**config.mk**
```make
export PLATFORM = sky130hd
export DESIGN_NAME = pipe_hazard_ctl_flat
export DESIGN_NICKNAME = d
export VERILOG_FILES = /design/src/rtl/pipe_hazard_ctl_pkg.sv /design/src/rtl/pipe_hazard_ctl_if.sv /design/src/rtl/pipe_hazard_ctl_squash_counter.sv /design/src/rtl/pipe_hazard_ctl.sv /design/src/flat_wrapper.sv
export SDC_FILE = /design/constraint.sdc
export NUM_CORES = 1
export LEC_CHECK = 0
export ABC_AREA = 1
export ABC_CLOCK_PERIOD_IN_PS = 1600
export BUFFER_PORTS_ARGS = -buffer_cell sky130_fd_sc_hd__buf_2
export CELL_PAD_IN_SITES_DETAIL_PLACEMENT = 2
export CELL_PAD_IN_SITES_GLOBAL_PLACEMENT = 2
export CORE_UTILIZATION = 29
export DETAILED_ROUTE_END_ITERATION = 7
export GPL_TIMING_DRIVEN = 0
export PLACE_DENSITY_LB_ADDON = 0.25
export SLEW_MARGIN = 25
export SYNTH_ARGS = -nofsm -noshare
export SYNTH_HDL_FRONTEND = slang
export SYNTH_HIERARCHICAL = 1
export SYNTH_SLANG_ARGS = --single-unit
```
**constraint.sdc**
```tcl
create_clock -name clk -period 1.6 [get_ports clk]
set_input_delay 0.08 -clock clk [delete_from_list [all_inputs] [get_ports clk]]
set_output_delay 0.08 -clock clk [all_outputs]
set_load 0.01 [all_outputs]
```
**src/rtl/pipe_hazard_ctl_pkg.sv**
```systemverilog
// Shared types and constants for the pipeline hazard controller.
package pipe_ctl_pkg;

    typedef enum logic [1:0] {
        RUN     = 2'd0,
        SQUASH  = 2'd1,
        HALT    = 2'd2,
        UNUSED3 = 2'd3
    } ctlStateT;

    localparam int BRANCH_SHADOW_DEF = 3;
    localparam logic [4:0] ZERO_REG = 5'd0;

    // A counter reaching BRANCH_SHADOW-1 needs at least one bit even for a shadow of 1.
    function automatic int cntWidth(input int n);
        return (n < 3) ? 1 : $clog2(n);
    endfunction

endpackage

```
**src/rtl/pipe_hazard_ctl_if.sv**
```systemverilog
// Decoder/datapath-facing signal bundle of the pipeline hazard controller.
interface pipe_hazard_ctl_if #(
    parameter int ADDR_W = 5,
    parameter int CNT_W  = 16
);
    logic [ADDR_W-1:0] decodeRfRdAdrx0;
    logic [ADDR_W-1:0] decodeRfRdAdrx1;
    logic              decodeUsesRd0;
    logic              decodeUsesRd1;
    logic              decodeIsLoad;
    logic [ADDR_W-1:0] decodeLoadDest;
    logic              branchTaken;
    logic              haltReq;
    logic              resumeReq;
    logic              pcEn;
    logic              irEn;
    logic              bubble;
    logic              doBranchHeld;
    logic [1:0]        ctlState;
    logic [CNT_W-1:0]  stallCount;

    modport master (
        output decodeRfRdAdrx0, decodeRfRdAdrx1, decodeUsesRd0, decodeUsesRd1,
               decodeIsLoad, decodeLoadDest, branchTaken, haltReq, resumeReq,
        input  pcEn, irEn, bubble, doBranchHeld, ctlState, stallCount
    );

    modport slave (
        input  decodeRfRdAdrx0, decodeRfRdAdrx1, decodeUsesRd0, decodeUsesRd1,
               decodeIsLoad, decodeLoadDest, branchTaken, haltReq, resumeReq,
        output pcEn, irEn, bubble, doBranchHeld, ctlState, stallCount
    );
endinterface

```
**src/rtl/pipe_hazard_ctl_squash_counter.sv**
```systemverilog
// Loadable down-counter timing the branch shadow; flags when it has reached zero.
module squash_counter #(
    parameter int W = 2
) (
    input  logic         clk,
    input  logic         rst_n,
    input  logic         load,
    input  logic         dec,
    input  logic [W-1:0] loadVal,
    output logic         isZero
);
    logic [W-1:0] cnt;

    always_ff @(posedge clk or negedge rst_n) begin
        if (!rst_n) begin
            cnt <= '0;
        end else if (load) begin
            cnt <= loadVal;
        end else if (dec && cnt != '0) begin
            cnt <= cnt - W'(1);
        end
    end

    assign isZero = (cnt == '0);
endmodule

```
**src/rtl/pipe_hazard_ctl.sv**
```systemverilog
// Pipeline control: load-use stalls, branch-shadow squash, halt/resume.
// States: RUN normal issue | SQUASH branch shadow, writes suppressed | HALT pipeline frozen
module pipe_hazard_ctl
    import pipe_ctl_pkg::*;
#(
    parameter int BRANCH_SHADOW = BRANCH_SHADOW_DEF,
    parameter int ADDR_W        = 5,
    parameter int CNT_W         = 16
) (
    input logic              clk,
    input logic              rst_n,
    pipe_hazard_ctl_if.slave ctlIf
);
    localparam int SQW = cntWidth(BRANCH_SHADOW);
    localparam logic [SQW-1:0] SHADOW_LOAD = SQW'(BRANCH_SHADOW - 1);

    ctlStateT          state, stateNext;
    logic              execIsLoad;
    logic [ADDR_W-1:0] execLoadDest;
    logic              loadUse;
    logic              squashLoad, squashDec, squashZero;
    logic              pcEn, irEn, bubble;
    logic [CNT_W-1:0]  stallCount;

    squash_counter #(.W(SQW)) uSquashCnt (
        .clk     (clk),
        .rst_n   (rst_n),
        .load    (squashLoad),
        .dec     (squashDec),
        .loadVal (SHADOW_LOAD),
        .isZero  (squashZero)
    );

    // Load data arrives a cycle after execute, so a dependent decode must wait once.
    assign loadUse = execIsLoad && (execLoadDest != ADDR_W'(ZERO_REG)) &&
                     ((ctlIf.decodeUsesRd0 && ctlIf.decodeRfRdAdrx0 == execLoadDest) ||
                      (ctlIf.decodeUsesRd1 && ctlIf.decodeRfRdAdrx1 == execLoadDest));

    always_ff @(posedge clk or negedge rst_n) begin
        if (!rst_n) begin
            state <= RUN;
        end else begin
            state <= stateNext;
        end
    end

    always_comb begin
        stateNext  = state;
        squashLoad = 1'b0;
        squashDec  = 1'b0;
        case (state)
            RUN: begin
                if (ctlIf.branchTaken) begin
                    stateNext  = SQUASH;
                    squashLoad = 1'b1;
                end else if (loadUse) begin
                    stateNext = RUN;
                end else if (ctlIf.haltReq) begin
                    stateNext = HALT;
                end
            end
            SQUASH: begin
                if (squashZero) stateNext = RUN;
                else            squashDec = 1'b1;
            end
            HALT: begin
                if (ctlIf.resumeReq) stateNext = RUN;
            end
            default: stateNext = RUN;
        endcase
    end

    always_comb begin
        pcEn   = 1'b1;
        irEn   = 1'b1;
        bubble = 1'b0;
        case (state)
            RUN: begin
                if (ctlIf.branchTaken) begin
                    bubble = 1'b1;
                end else if (loadUse || ctlIf.haltReq) begin
                    pcEn   = 1'b0;
                    irEn   = 1'b0;
                    bubble = 1'b1;
                end
            end
            SQUASH: bubble = 1'b1;
            HALT: begin
                pcEn   = 1'b0;
                irEn   = 1'b0;
                bubble = 1'b1;
            end
            default: ;
        endcase
    end

    always_ff @(posedge clk or negedge rst_n) begin
        if (!rst_n) begin
            execIsLoad   <= 1'b0;
            execLoadDest <= '0;
            stallCount   <= '0;
        end else begin
            execIsLoad   <= ctlIf.decodeIsLoad & ~bubble;
            execLoadDest <= ctlIf.decodeLoadDest;
            if (!pcEn && stallCount != '1) begin
                stallCount <= stallCount + CNT_W'(1);
            end
        end
    end

    assign ctlIf.pcEn         = pcEn;
    assign ctlIf.irEn         = irEn;
    assign ctlIf.bubble       = bubble;
    assign ctlIf.doBranchHeld = (state == SQUASH);
    assign ctlIf.ctlState     = state;
    assign ctlIf.stallCount   = stallCount;
endmodule

```
**src/flat_wrapper.sv**
```systemverilog
// flat-port wrapper written by rule: the top's interface ports become plain ports
module pipe_hazard_ctl_flat import pipe_ctl_pkg::*;
#(
    parameter int BRANCH_SHADOW = BRANCH_SHADOW_DEF,
    parameter int ADDR_W        = 5,
    parameter int CNT_W         = 16
)
  (clk, rst_n, ctlIf_decodeRfRdAdrx0, ctlIf_decodeRfRdAdrx1, ctlIf_decodeUsesRd0, ctlIf_decodeUsesRd1, ctlIf_decodeIsLoad, ctlIf_decodeLoadDest, ctlIf_branchTaken, ctlIf_haltReq, ctlIf_resumeReq, ctlIf_pcEn, ctlIf_irEn, ctlIf_bubble, ctlIf_doBranchHeld, ctlIf_ctlState, ctlIf_stallCount);
  pipe_hazard_ctl_if #(.ADDR_W(ADDR_W), .CNT_W(CNT_W)) ctlIf_i ();
  input logic clk;
  input logic rst_n;
  input wire logic [$bits(ctlIf_i.decodeRfRdAdrx0)-1:0] ctlIf_decodeRfRdAdrx0;
  input wire logic [$bits(ctlIf_i.decodeRfRdAdrx1)-1:0] ctlIf_decodeRfRdAdrx1;
  input wire logic [$bits(ctlIf_i.decodeUsesRd0)-1:0] ctlIf_decodeUsesRd0;
  input wire logic [$bits(ctlIf_i.decodeUsesRd1)-1:0] ctlIf_decodeUsesRd1;
  input wire logic [$bits(ctlIf_i.decodeIsLoad)-1:0] ctlIf_decodeIsLoad;
  input wire logic [$bits(ctlIf_i.decodeLoadDest)-1:0] ctlIf_decodeLoadDest;
  input wire logic [$bits(ctlIf_i.branchTaken)-1:0] ctlIf_branchTaken;
  input wire logic [$bits(ctlIf_i.haltReq)-1:0] ctlIf_haltReq;
  input wire logic [$bits(ctlIf_i.resumeReq)-1:0] ctlIf_resumeReq;
  output wire logic [$bits(ctlIf_i.pcEn)-1:0] ctlIf_pcEn;
  output wire logic [$bits(ctlIf_i.irEn)-1:0] ctlIf_irEn;
  output wire logic [$bits(ctlIf_i.bubble)-1:0] ctlIf_bubble;
  output wire logic [$bits(ctlIf_i.doBranchHeld)-1:0] ctlIf_doBranchHeld;
  output wire logic [$bits(ctlIf_i.ctlState)-1:0] ctlIf_ctlState;
  output wire logic [$bits(ctlIf_i.stallCount)-1:0] ctlIf_stallCount;
  assign ctlIf_i.decodeRfRdAdrx0 = ctlIf_decodeRfRdAdrx0;
  assign ctlIf_i.decodeRfRdAdrx1 = ctlIf_decodeRfRdAdrx1;
  assign ctlIf_i.decodeUsesRd0 = ctlIf_decodeUsesRd0;
  assign ctlIf_i.decodeUsesRd1 = ctlIf_decodeUsesRd1;
  assign ctlIf_i.decodeIsLoad = ctlIf_decodeIsLoad;
  assign ctlIf_i.decodeLoadDest = ctlIf_decodeLoadDest;
  assign ctlIf_i.branchTaken = ctlIf_branchTaken;
  assign ctlIf_i.haltReq = ctlIf_haltReq;
  assign ctlIf_i.resumeReq = ctlIf_resumeReq;
  assign ctlIf_pcEn = ctlIf_i.pcEn;
  assign ctlIf_irEn = ctlIf_i.irEn;
  assign ctlIf_bubble = ctlIf_i.bubble;
  assign ctlIf_doBranchHeld = ctlIf_i.doBranchHeld;
  assign ctlIf_ctlState = ctlIf_i.ctlState;
  assign ctlIf_stallCount = ctlIf_i.stallCount;
  pipe_hazard_ctl #(.BRANCH_SHADOW(BRANCH_SHADOW), .ADDR_W(ADDR_W), .CNT_W(CNT_W)) u_core (.clk(clk), .rst_n(rst_n), .ctlIf(ctlIf_i));
endmodule
```
==> qor.yml, run 1 <==
finish:
  syn2layout_area_growth_pct: 39.7
  register_area_um2: 654
  multiInputGateArea_um2: 1040
  final_cell_mix: "nand2_1, buf_2, inv_1"
  fin_area_um2: 2440
  fillers: 674
  mostFrequentLayoutCell: "nand2_1"
  nets: 341
  n_antenna_cell: 0
  fin_cells: 382
  drive_above_1_share_pct: 39.4
job:
  maxCapViolCount: 0
yosys:
  syn_nets: 274
  ys_types: 27
  syn_area_per_cell_um2: 7.12
  ys_seq_area_share_pct: 37.3
  synthCells: 245
  synth_top_cell_area_share_pct: 37.3
  yosys.area.top_type: "dfrtp_1"
  synth-seq-cells: 26
  yosysWarnings: 6
  synthTopCellsByArea: "dfrtp_1, nand2_1, nand3_1"
  netlist_area_um2: 1740
cts:
  cts_sinks: 26
  cts_buffer_depth: 2
  path_clk_slew_ns: 0.09
  insertion_delay_ns: 0.28
  clockRootBuffer: "clkbuf_8"
  cts.htree.levels: 1
  tritoncts: "built"
  cts_buffers: 3
floorplanning:
  io_pins: 45
  core_um2: 5640
  dieWidth_um: 79.6
  start_util_pct: 30.9
  die-area_um2: 6330
  die_h_um: 79.6
  num_rows: 27
place:
  numPortBuffers: 44
  post-dp-hpwl_mm: 3.79
  gp_congestion: 0.736
  dp.cells: 361
  dpl_worst_slack_ns: -0.200
  place_area_um2: 2050
sta:
  max_freq_mhz: 527
  hold_slack_ns: 0.0554
  rsz0062_at_grt: "true"
  hold_viol: 0
  fin_skew_ns: 0.00607
  fin_ws_ns: -0.297
  relSlewSlack_pct: 58.7
  worst_slew_pin_slew_ns: 0.619
  setup_viol: 19
  period_share_pct: 119
  finalCriticalPeriod_ns: 1.90
  maxSlewViolCount: 0
grt:
  use_met1_pct: 22.9
  grt_overflow: 0
  grt_pass1_wl_mm: 9.27
  busiest_layer: "met2"
  grt.total_usage_pct: 19.0
  use_met2_pct: 35.0
  antenna_found_initial: 0
  grt_pass1_vias: 1999
  grtUsageMet3_pct: 1.83
  grt_max_degree: 27
routing:
  drc: 0
  avgViaCountPerCell: 4.79
  vias: 1828
  wl_per_cell_um: 15.9
  drtIter0Drc: 42
  ant_nets: 0
  drt_first_pass_iters: 4
  wl_mm: 6.09
setup_path:
  rr_startpoint: "u_core/execLoadDest[0]"
  worstPathMaxFanout: 4
  cp.arrival_ns: 1.82
  critPathLaunchType: "flop"
  crit_start: "u_core/execLoadDest[0]"
  end_kind: "output pin"
  required_ns: 1.52
  worstSetupPathType: "flop to output pin"
pwr:
  vdd_drop_max_v: 0.000526
  total_power_mw: 3.01
  power_density_nw_per_um2: 1240
  p_leak_nw: 1.32
status:
  violations: "negative setup slack"
  status: "complete, but fails checks"
worst_hold_path:
  hold_path.class: "primary input to flop"
  min-delay-start: "ctlIf_decodeIsLoad"
-- cell usage after synthesis, drive strengths merged --
master and instances:
nand2 94, nor2 20, dfrtp 26, o21ai 4
inv 37, buf 5, conb 2, o22ai 1
a21oi 3, nor4 1, nand3 28, nand4 3
xnor2 7, ha 6, nor3 4, xor2 4
-- path summary, 6_finish.rpt --
kind,endpoint,slack [ns],cells past startpoint
worst max register to register,u_core/ctlIf.stallCount[13],-0.16,13
worst max-delay path,ctlIf_pcEn,-0.30,13
worst min-delay path,u_core/execIsLoad,0.06,3
max in group asynchronous,u_core/ctlIf.ctlState[0],0.80,2
worst min register to register,u_core/uSquashCnt/cnt[1],0.54,2
min in group asynchronous,u_core/execLoadDest[3],0.35,2
-- layout make-up --
class | count | share of cell area [%]
Clock buffer | 3 | 1.69
Inverter | 37 | 5.80
Sequential cell | 26 | 26.9
Tap cell | 72 | 3.70
Multi-Input combinational cell | 177 | 42.7
Timing Repair Buffer | 63 | 17.2
Buffer | 4 | 2.00
-- flip-flops by register name, indices dropped and copies added, names as in the netlist --
register,count
u_core/ctlIf.ctlState,2
u_core/execIsLoad,1
u_core/uSquashCnt/cnt,2
u_core/execLoadDest,5
u_core/ctlIf.stallCount,16
-- stage by stage --
stage          utilization [%]  TNS (ns)
3_3_place_gp              36.4     -1.93
6_report                  43.2     -2.85
4_1_cts                   40.9     -3.44
5_1_grt                   43.2     -5.02
3_5_place_dp              36.4     -2.66
2_1_floorplan                -         0
-- cell families after synthesis --
group | count (synthesis) | share of synthesized area, %
AOI/OAI and AO/OA | 8 | 2.37
adders and majority gates | 6 | 4.30
xor gates and xnor gates | 11 | 5.52
DFF | 26 | 37.3
and+or+nand+nor | 150 | 39.5
other | 2 | 0.431
buffers and inverters | 42 | 10.6
-- power breakdown --
| group | switching, mW | internal, mW |
|---|---|---|
| logic | 0.944 | 0.769 |
| clock network | 0.211 | 0.169 |
| registers | 0.137 | 0.785 |
| total | 1.29 | 1.72 |
-- critical path, stage by stage (launching register included) --
cell and delay (ns):
dfrtp_1 0.44, inv_2 0.09, buf_4 0.10, nand4_1 0.09, o21ai_1 0.15, inv_1 0.07, nand2_2 0.07, nand2_2 0.06
nand2_2 0.08, nand2_4 0.06, buf_8 0.12, inv_4 0.04, buf_6 0.08, buf_6 0.08
-- metal layers --
| metal | wire, µm | vias up | part of all wire [%] |
|---|---|---|---|
| met5 | 0 | - | 0 |
| met3 | 139 | 7 | 2.3 |
| met2 | 3300 | 30 | 54 |
| met1 | 2560 | 909 | 42 |
| met4 | 91 | 0 | 1.5 |
| li1 | - | 882 | - |
-- timing repair --
item	CTS	global route
hold buffers	6	0
pin swaps	9	12
endpoints found under the hold margin	31	0
buffers inserted	9	3
setup endpoints to repair	19	22
gates cloned	2	0
resized for setup	14	43
Note: power is estimated with default switching activity, not from simulation.
==> inputs of run 2 (changes only) <==
--- a/config.mk
+++ b/config.mk
@@ -12,7 +12,7 @@
 export CELL_PAD_IN_SITES_GLOBAL_PLACEMENT = 2
 export CORE_UTILIZATION = 29
 export DETAILED_ROUTE_END_ITERATION = 7
-export GPL_TIMING_DRIVEN = 0
+export GPL_TIMING_DRIVEN = 1
 export PLACE_DENSITY_LB_ADDON = 0.25
 export SLEW_MARGIN = 25
 export SYNTH_ARGS = -nofsm -noshare
==> run 2 against run 1 <==
The flow still finishes with violations (negative setup slack). Non-clock buffer count increased by 18. First-iteration DRC count increased by 95%. Wire length grew 23%. Total power increased by 7.2%. Clock skew rose by 0.0039 ns. Sequential share of layout area down 1.3 points. Maximum frequency increased by 4.8%. Worst setup slack gained 0.087 ns. Cell count grew 5.2%. Hold slack worse by 0.026 ns.
==> qor.yml, run 2 (synthesis gave the netlist of run 1 again) <==
grt:
  grt_overflow: 0  # unchanged
  grt_pass1_wl_mm: 10.5  # was 9.27 mm
  grt_pass1_vias: 2110  # was 1999
  grt_max_degree: 27  # unchanged
  grt.total_usage_pct: 22.0  # was 19.0%
  antenna_found_initial: 0  # unchanged
setup_path:
  critPathLaunchType: "flop"  # unchanged
  r2r_setup_slack_ns: -0.11  # was -0.16 ns
  rr_worst_depth: 10  # was 13
  required_ns: 1.52  # about the same
  rr_startpoint: "u_core/ctlIf.ctlState[0]"  # was u_core/execLoadDest[0]
  cp.arrival_ns: 1.73  # was 1.82 ns
  reg2reg_to: "u_core/ctlIf.stallCount[4]"  # was u_core/ctlIf.stallCount[13]
  worstSetupPathType: "flop to output pin"  # unchanged
  worstSetupEndpoint: "ctlIf_bubble"  # was ctlIf_pcEn
  worstPathMaxFanout: 2  # was 4
  crit_start: "u_core/ctlIf.ctlState[0]"  # was u_core/execLoadDest[0]
  end_kind: "output pin"  # unchanged
sta:
  maxSlewViolCount: 0  # unchanged
  hold_viol: 0  # unchanged
  hold_slack_ns: 0.0292  # was 0.0554 ns
  rsz0062_at_grt: "true"  # unchanged
  relSlewSlack_pct: 58.3  # was 58.7%
  finalCriticalPeriod_ns: 1.81  # was 1.90 ns
  period_share_pct: 113  # was 119%
  worst_slew_pin_slew_ns: 0.625  # was 0.619 ns
  fin_skew_ns: 0.00995  # was 0.00607 ns
  finalSetupTns_ns: -1.62  # was -2.85 ns
  max_freq_mhz: 552  # was 527 MHz
  setup_viol: 22  # was 19
  fin_ws_ns: -0.210  # was -0.297 ns
routing:
  vias: 1941  # was 1828
  drc: 0  # unchanged
  wl_mm: 7.51  # was 6.09 mm
  drtIter0Drc: 82  # was 42
  ant_nets: 0  # unchanged
  wl_per_cell_um: 18.7  # was 15.9 µm
  avgViaCountPerCell: 4.83  # was 4.79
  drt_first_pass_iters: 4  # unchanged
finish:
  mostFrequentLayoutCell: "nand2_1"  # unchanged
  final_cell_mix: "nand2_1, buf_2, buf_4"  # was nand2_1, buf_2, inv_1
  top_regs: "u_core/ctlIf.stallCount x16, u_core/execLoadDest x5"  # unchanged
  drive_above_1_share_pct: 38.2  # was 39.4%
  syn2layout_area_growth_pct: 45.8  # was 39.7%
  nets: 360  # was 341
  n_antenna_cell: 0  # unchanged
  regMostFlops: "u_core/ctlIf.stallCount"  # unchanged
  largest_register_ffs: 16  # unchanged
job:
  maxCapViolCount: 0  # unchanged
floorplanning:
  dieWidth_um: 79.6  # unchanged
  num_rows: 27  # unchanged
  die-area_um2: 6330  # unchanged
  start_util_pct: 30.9  # unchanged
  core_um2: 5640  # unchanged
  io_pins: 45  # unchanged
  die_h_um: 79.6  # unchanged
place:
  dpl_worst_slack_ns: -0.0633  # was -0.200 ns
  gp_congestion: 0.760  # was 0.736
  post-dp-hpwl_mm: 4.39  # was 3.79 mm
  numPortBuffers: 44  # unchanged
cts:
  cts.htree.levels: 1  # unchanged
  path_clk_slew_ns: 0.10  # was 0.09 ns
  clockRootBuffer: "clkbuf_8"  # unchanged
  cts_buffers: 3  # unchanged
  cts_sinks: 26  # unchanged
  tritoncts: "built"  # unchanged
  cts_buffer_depth: 2  # unchanged
  insertion_delay_ns: 0.29  # was 0.28 ns
pwr:
  swShare_pct: 44.5  # was 42.8%
  vdd_drop_max_v: 0.000696  # was 0.000526 V
  p_leak_nw: 1.41  # was 1.32 nW
  power_density_nw_per_um2: 1270  # was 1240 nW/µm²
  p_sw_mw: 1.44  # was 1.29 mW
  seq_power_share_pct: 27.9  # was 30.6%
  pwr-share-comb_pct: 57.6  # was 56.8%
  p_clk_share_pct: 14.5  # was 12.6%
  internal-power_mw: 1.80  # was 1.72 mW
worst_hold_path:
  hold_path.class: "primary input to flop"  # unchanged
status:
  violations: "negative setup slack"  # unchanged
  status: "complete, but fails checks"  # unchanged
==> run 2: how the worst min path moves through the flow <==
| stage | startpoint | endpoint | slack, ns | cells past startpoint |
|---|---|---|---|---|
| 2_1_floorplan | rst_n | u_core/ctlIf.ctlState[0] | -0.22 | 0 |
| 3_3_place_gp | rst_n | u_core/execLoadDest[3] | 0.13 | 1 |
| 3_5_place_dp | rst_n | u_core/execLoadDest[3] | 0.13 | 1 |
| 4_1_cts | ctlIf_decodeIsLoad | u_core/execIsLoad | 0.003 | 3 |
| 5_1_grt | ctlIf_decodeIsLoad | u_core/execIsLoad | 0.04 | 3 |
| 6_report | ctlIf_decodeIsLoad | u_core/execIsLoad | 0.03 | 3 |
==> run 2: area by class of cell <==
class	instances	area (µm²)
multi-input cells	178	1010
well taps	72	90.1
repair buffers	85	596
flip-flops and latches	26	651
clock buffers	4	55.1
fillers	678	3100
inverters	37	141
==> run 2: per-stage QoR <==
step / cell area [µm²] / instances / power, mW / utilization [%]
after CTS: 2400 / 396 / 2.92 / 42.5
final: 2540 / 402 / 3.23 / 45.1
after detailed placement: 2200 / 380 / 2.24 / 39.0
after global routing: 2540 / 402 / 3.42 / 45.1
after global placement: 2200 / 380 / 2.15 / 39.0
after floorplan: 1740 / 245 / 1.69 / -
==> run 2: what timing repair did <==
action,4_1_cts,5_1_grt
hold buffers,6,0
cloned,1,1
gates resized for setup,11,25
pin swaps,7,13
setup buffers,5,5
endpoints found under the hold margin,31,0
endpoints found under the setup margin,19,24
==> run 2: power groups by stage <==
stage | sequential, mW | clock (mW) | combinational (mW)
detailed placement | 0.903 | 0 | 1.33
CTS | 0.897 | 0.471 | 1.56
floorplan | 0.949 | 0 | 0.743
global route | 0.922 | 0.496 | 2.00
global placement | 0.897 | 0 | 1.25
finish | 0.903 | 0.468 | 1.86
==> run 2: metal layers <==
metal  global-route usage (%)  vias to the layer above  part of all wire, %
met4                     7.64                        0                  3.0
met3                     2.51                       19                  3.1
li1                         -                      920                    -
met2                     42.3                       50                   54
met1                     24.5                      952                   40
met5                        0                        -                    0
==> run 2: critical path: stages (launching register included) <==
cell,delay [ns]
dfrtp_1,0.42
inv_1,0.14
ha_1,0.19
buf_4,0.12
nand2_1,0.10
inv_2,0.13
nor2_4,0.05
a21oi_2,0.14
buf_2,0.14
==> inputs of run 3 (changes only) <==
--- a/config.mk
+++ b/config.mk
@@ -5,12 +5,11 @@
 export SDC_FILE = /design/constraint.sdc
 export NUM_CORES = 1
 export LEC_CHECK = 0
-export ABC_AREA = 1
 export ABC_CLOCK_PERIOD_IN_PS = 1600
 export BUFFER_PORTS_ARGS = -buffer_cell sky130_fd_sc_hd__buf_2
 export CELL_PAD_IN_SITES_DETAIL_PLACEMENT = 2
 export CELL_PAD_IN_SITES_GLOBAL_PLACEMENT = 2
-export CORE_UTILIZATION = 29
+export CORE_UTILIZATION = 30
 export DETAILED_ROUTE_END_ITERATION = 7
 export GPL_TIMING_DRIVEN = 1
 export PLACE_DENSITY_LB_ADDON = 0.25
==> run 3 against run 2 <==
The flow finishes with violations (design-rule violations, negative setup slack). Clock skew up 0.0027 ns. Register-to-register slack worse by 0.41 ns. Hold slack worse by 0.0076 ns. Total power up 5.8%. Sequential power down 2%. Die area down 20%. Critical path depth down 2. Wire length down 17%. Via count down 25%. Cell count down 28%. First-iteration DRC count down 60%. Flip-flop and latch count unchanged. Critical endpoint unchanged.
==> qor.yml, run 3 <==
sta:
  setup_viol: 22  # unchanged
  relSlewSlack_pct: 57.7  # was 58.3%
  fin_ws_ns: -0.552  # was -0.210 ns
  finalCriticalPeriod_ns: 2.15  # was 1.81 ns
  period_share_pct: 135  # was 113%
  worst_slew_pin_slew_ns: 0.634  # was 0.625 ns
  max_freq_mhz: 465  # was 552 MHz
  rsz0062_at_grt: "true"  # unchanged
  hold_viol: 0  # unchanged
  fin_skew_ns: 0.0126  # was 0.00995 ns
  maxSlewViolCount: 0  # unchanged
floorplanning:
  io_pins: 45  # unchanged
  die-area_um2: 5090  # was 6330 µm²
  die_h_um: 71.3  # was 79.6 µm
  num_rows: 24  # was 27
  dieWidth_um: 71.3  # was 79.6 µm
  core_um2: 4470  # was 5640 µm²
  start_util_pct: 32.2  # was 30.9%
cts:
  cts_buffers: 3  # unchanged
  tritoncts: "built"  # unchanged
  cts_sinks: 26  # unchanged
  clockRootBuffer: "clkbuf_8"  # unchanged
  path_clk_slew_ns: 0.11  # was 0.10 ns
  insertion_delay_ns: 0.29  # about the same
  cts.htree.levels: 1  # unchanged
  cts_buffer_depth: 2  # unchanged
setup_path:
  slowest_stage: "dfrtp_1"  # unchanged
  crit_start: "u_core/execLoadDest[1]"  # was u_core/ctlIf.ctlState[0]
  reg2reg_to: "u_core/ctlIf.stallCount[13]"  # was u_core/ctlIf.stallCount[4]
  rr_startpoint: "u_core/execLoadDest[1]"  # was u_core/ctlIf.ctlState[0]
  required_ns: 1.52  # about the same
  crit_chain: "xor2_1 -> nor4_2 -> a32oi_2 -> or2_4 -> a211oi_4 -> buf_2"  # was inv_1 -> ha_1 -> buf_4 -> nand2_1 -> inv_2 -> nor2_4 -> a21oi_2 -> buf_2
  critPathLaunchType: "flop"  # unchanged
  end_kind: "output pin"  # unchanged
  rr_worst_depth: 9  # was 10
  worstSetupEndpoint: "ctlIf_bubble"  # unchanged
  slowest_delay_ns: 0.43  # was 0.42 ns
  worstSetupPathType: "flop to output pin"  # unchanged
  worstPathMaxFanout: 3  # was 2
  cp.arrival_ns: 2.07  # was 1.73 ns
  r2r_setup_slack_ns: -0.52  # was -0.11 ns
finish:
  drive_above_1_share_pct: 58.4  # was 38.2%
  final_cell_mix: "buf_2, buf_4, dfrtp_1"  # was nand2_1, buf_2, buf_4
  syn2layout_area_growth_pct: 69.6  # was 45.8%
  fin_area_um2: 2440  # was 2540 µm²
  nets: 268  # was 360
  mostFrequentLayoutCell: "buf_2"  # was nand2_1
  register_area_um2: 657  # was 651 µm²
  fillers: 466  # was 678
  utilization_pct: 54.6  # was 45.1%
  n_antenna_cell: 0  # unchanged
  multiInputGateArea_um2: 922  # was 1010 µm²
  regMostFlops: "u_core/ctlIf.stallCount"  # unchanged
  top_regs: "u_core/ctlIf.stallCount x16, u_core/execLoadDest x5"  # unchanged
  largest_register_ffs: 16  # unchanged
routing:
  dr_wl_met2_mm: 3.51  # was 4.03 mm
  top_layer_used: "met4"  # unchanged
  drtIter0Drc: 33  # was 82
  vias: 1464  # was 1941
  ant_nets: 0  # unchanged
  avgViaCountPerCell: 5.05  # was 4.83
  drc: 2  # was 0
  wl_met1_mm: 2.48  # was 3.02 mm
  drt_first_pass_iters: 6  # was 4
  wl_mm: 6.25  # was 7.51 mm
  dr_wl_met3_um: 144  # was 234 µm
  wl_per_cell_um: 21.6  # was 18.7 µm
yosys:
  syn_area_per_cell_um2: 10.3  # was 7.12 µm²
  ys_types: 39  # was 27
  synth-seq-cells: 26  # unchanged
  yosys.area.top_type: "dfrtp_1"  # unchanged
  synth_top_cell_area_share_pct: 45.1  # was 37.3%
  synth_common_cells: "dfrtp_1, xnor2_1, nand2_1"  # was nand2_1, inv_1, dfrtp_1, nand3_1, nor2_1
  synthTopCellsByArea: "dfrtp_1, xnor2_1, xor2_1"  # was dfrtp_1, nand2_1, nand3_1
  synth_edf_count: 0  # unchanged
  yosysMostFrequentCell: "dfrtp_1"  # was nand2_1
  synthCells: 140  # was 245
  async_flop_share_pct: 100  # unchanged
  ys_seq_area_share_pct: 45.1  # was 37.3%
  netlist_area_um2: 1440  # was 1740 µm²
  ys.flop_type: "dfrtp_1"  # unchanged
  syn_nets: 169  # was 274
  yosysWarnings: 6  # unchanged
place:
  numPortBuffers: 44  # unchanged
  place_area_um2: 2010  # was 2200 µm²
  dpl_worst_slack_ns: -0.435  # was -0.0633 ns
  gp_congestion: 0.760  # about the same
  post-dp-hpwl_mm: 3.50  # was 4.39 mm
pwr:
  p_leak_nw: 1.17  # was 1.41 nW
  total_power_mw: 3.42  # was 3.23 mW
  vdd_drop_max_v: 0.000725  # was 0.000696 V
  power_density_nw_per_um2: 1400  # was 1270 nW/µm²
job:
  maxCapViolCount: 0  # unchanged
status:
  violations: "design-rule violations, negative setup slack"  # was negative setup slack
  status: "complete, but fails checks"  # unchanged
worst_hold_path:
  hold_depth: 2  # was 3
  hold_path.class: "primary input to flop"  # unchanged
grt:
  grt_pass1_wl_mm: 9.86  # was 10.5 mm
  grt_pass1_vias: 1748  # was 2110
  grt_overflow: 0  # unchanged
  grt_max_degree: 27  # unchanged
  grt.total_usage_pct: 26.2  # was 22.0%
  antenna_found_initial: 0  # unchanged
## run 3: cell types whose count changed after synthesis, sizes merged, moves of 3 or more
| cell | before | now |
|---|---|---|
| buf | 5 | 2 |
| inv | 37 | 9 |
| nand2 | 94 | 11 |
| nand3 | 28 | 2 |
| nand4 | 3 | 10 |
| nor2 | 20 | 7 |
| nor2b | 0 | 4 |
| o211ai | 0 | 3 |
| xnor2 | 7 | 15 |
| xor2 | 4 | 9 |
## run 3: cells by family after synthesis
group | count (synthesis) | share of synthesized area (%)
and+or+nand+nor | 51 | 20.1
adders and majority gates | 6 | 5.21
AOI/OAI and AO/OA | 17 | 9.38
buffers and inverters | 13 | 4.25
xor gates and xnor gates | 24 | 14.6
DFF | 26 | 45.1
other | 2 | 0.521
muxes | 1 | 0.781
## run 3: metal layers
metal,GRT usage [%],vias to the layer above
li1,-,676
met1,29.2,745
met2,50.4,33
met3,5.20,10
met4,6.67,0
met5,0,-
## run 3: area by class of cell
| class | count | area share, % |
|---|---|---|
| Timing Repair Buffer | 98 | 28.5 |
| Clock buffer | 3 | 1.69 |
| Tap cell | 52 | 2.66 |
| Clock inverter | 1 | 1.23 |
| Inverter | 9 | 1.38 |
| Sequential cell | 26 | 26.9 |
| Multi-Input combinational cell | 101 | 37.7 |
## run 3: worst min path at each step
stage | from | end | slack, ns
detailed placement | rst_n | u_core/ctlIf.stallCount[6] | 0.13
global placement | rst_n | u_core/ctlIf.stallCount[6] | 0.13
CTS | ctlIf_decodeIsLoad | u_core/execIsLoad | 0.03
finish | ctlIf_decodeIsLoad | u_core/execIsLoad | 0.02
floorplan | rst_n | u_core/ctlIf.ctlState[0] | -0.22
global route | ctlIf_decodeIsLoad | u_core/execIsLoad | 0.03
## run 3: repair_timing
item	in CTS	in global routing
setup endpoints to repair	24	24
hold buffers	6	0
pin swaps	13	13
hold endpoints to repair	31	0
resized for setup	31	14
setup buffers	11	3
## run 3: metrics by stage
stage / cells / hold slack, ns / setup TNS, ns
floorplan: 140 / -0.216 / -3.27
global placement: 266 / 0.125 / -5.50
detailed placement: 266 / 0.131 / -7.24
CTS: 287 / 0.0300 / -7.52
global route: 290 / 0.0282 / -11.55
finish: 290 / 0.0217 / -9.88
## run 3: report_power, final
| group | total, mW | switching (mW) | internal (mW) |
|---|---|---|---|
| Combinational | 1.94 | 0.964 | 0.980 |
| Clock | 0.589 | 0.253 | 0.336 |
| Sequential | 0.885 | 0.0893 | 0.796 |
## run 3: worst max-delay path: cells and delay by family, from the launching register on
family,cells,cell delay [ns]
AND/OR/NAND/NOR,2,0.63
flip-flops,1,0.43
AO/OA/AOI/OAI,2,0.38
XOR/XNOR,1,0.19
buffers and inverters,1,0.16
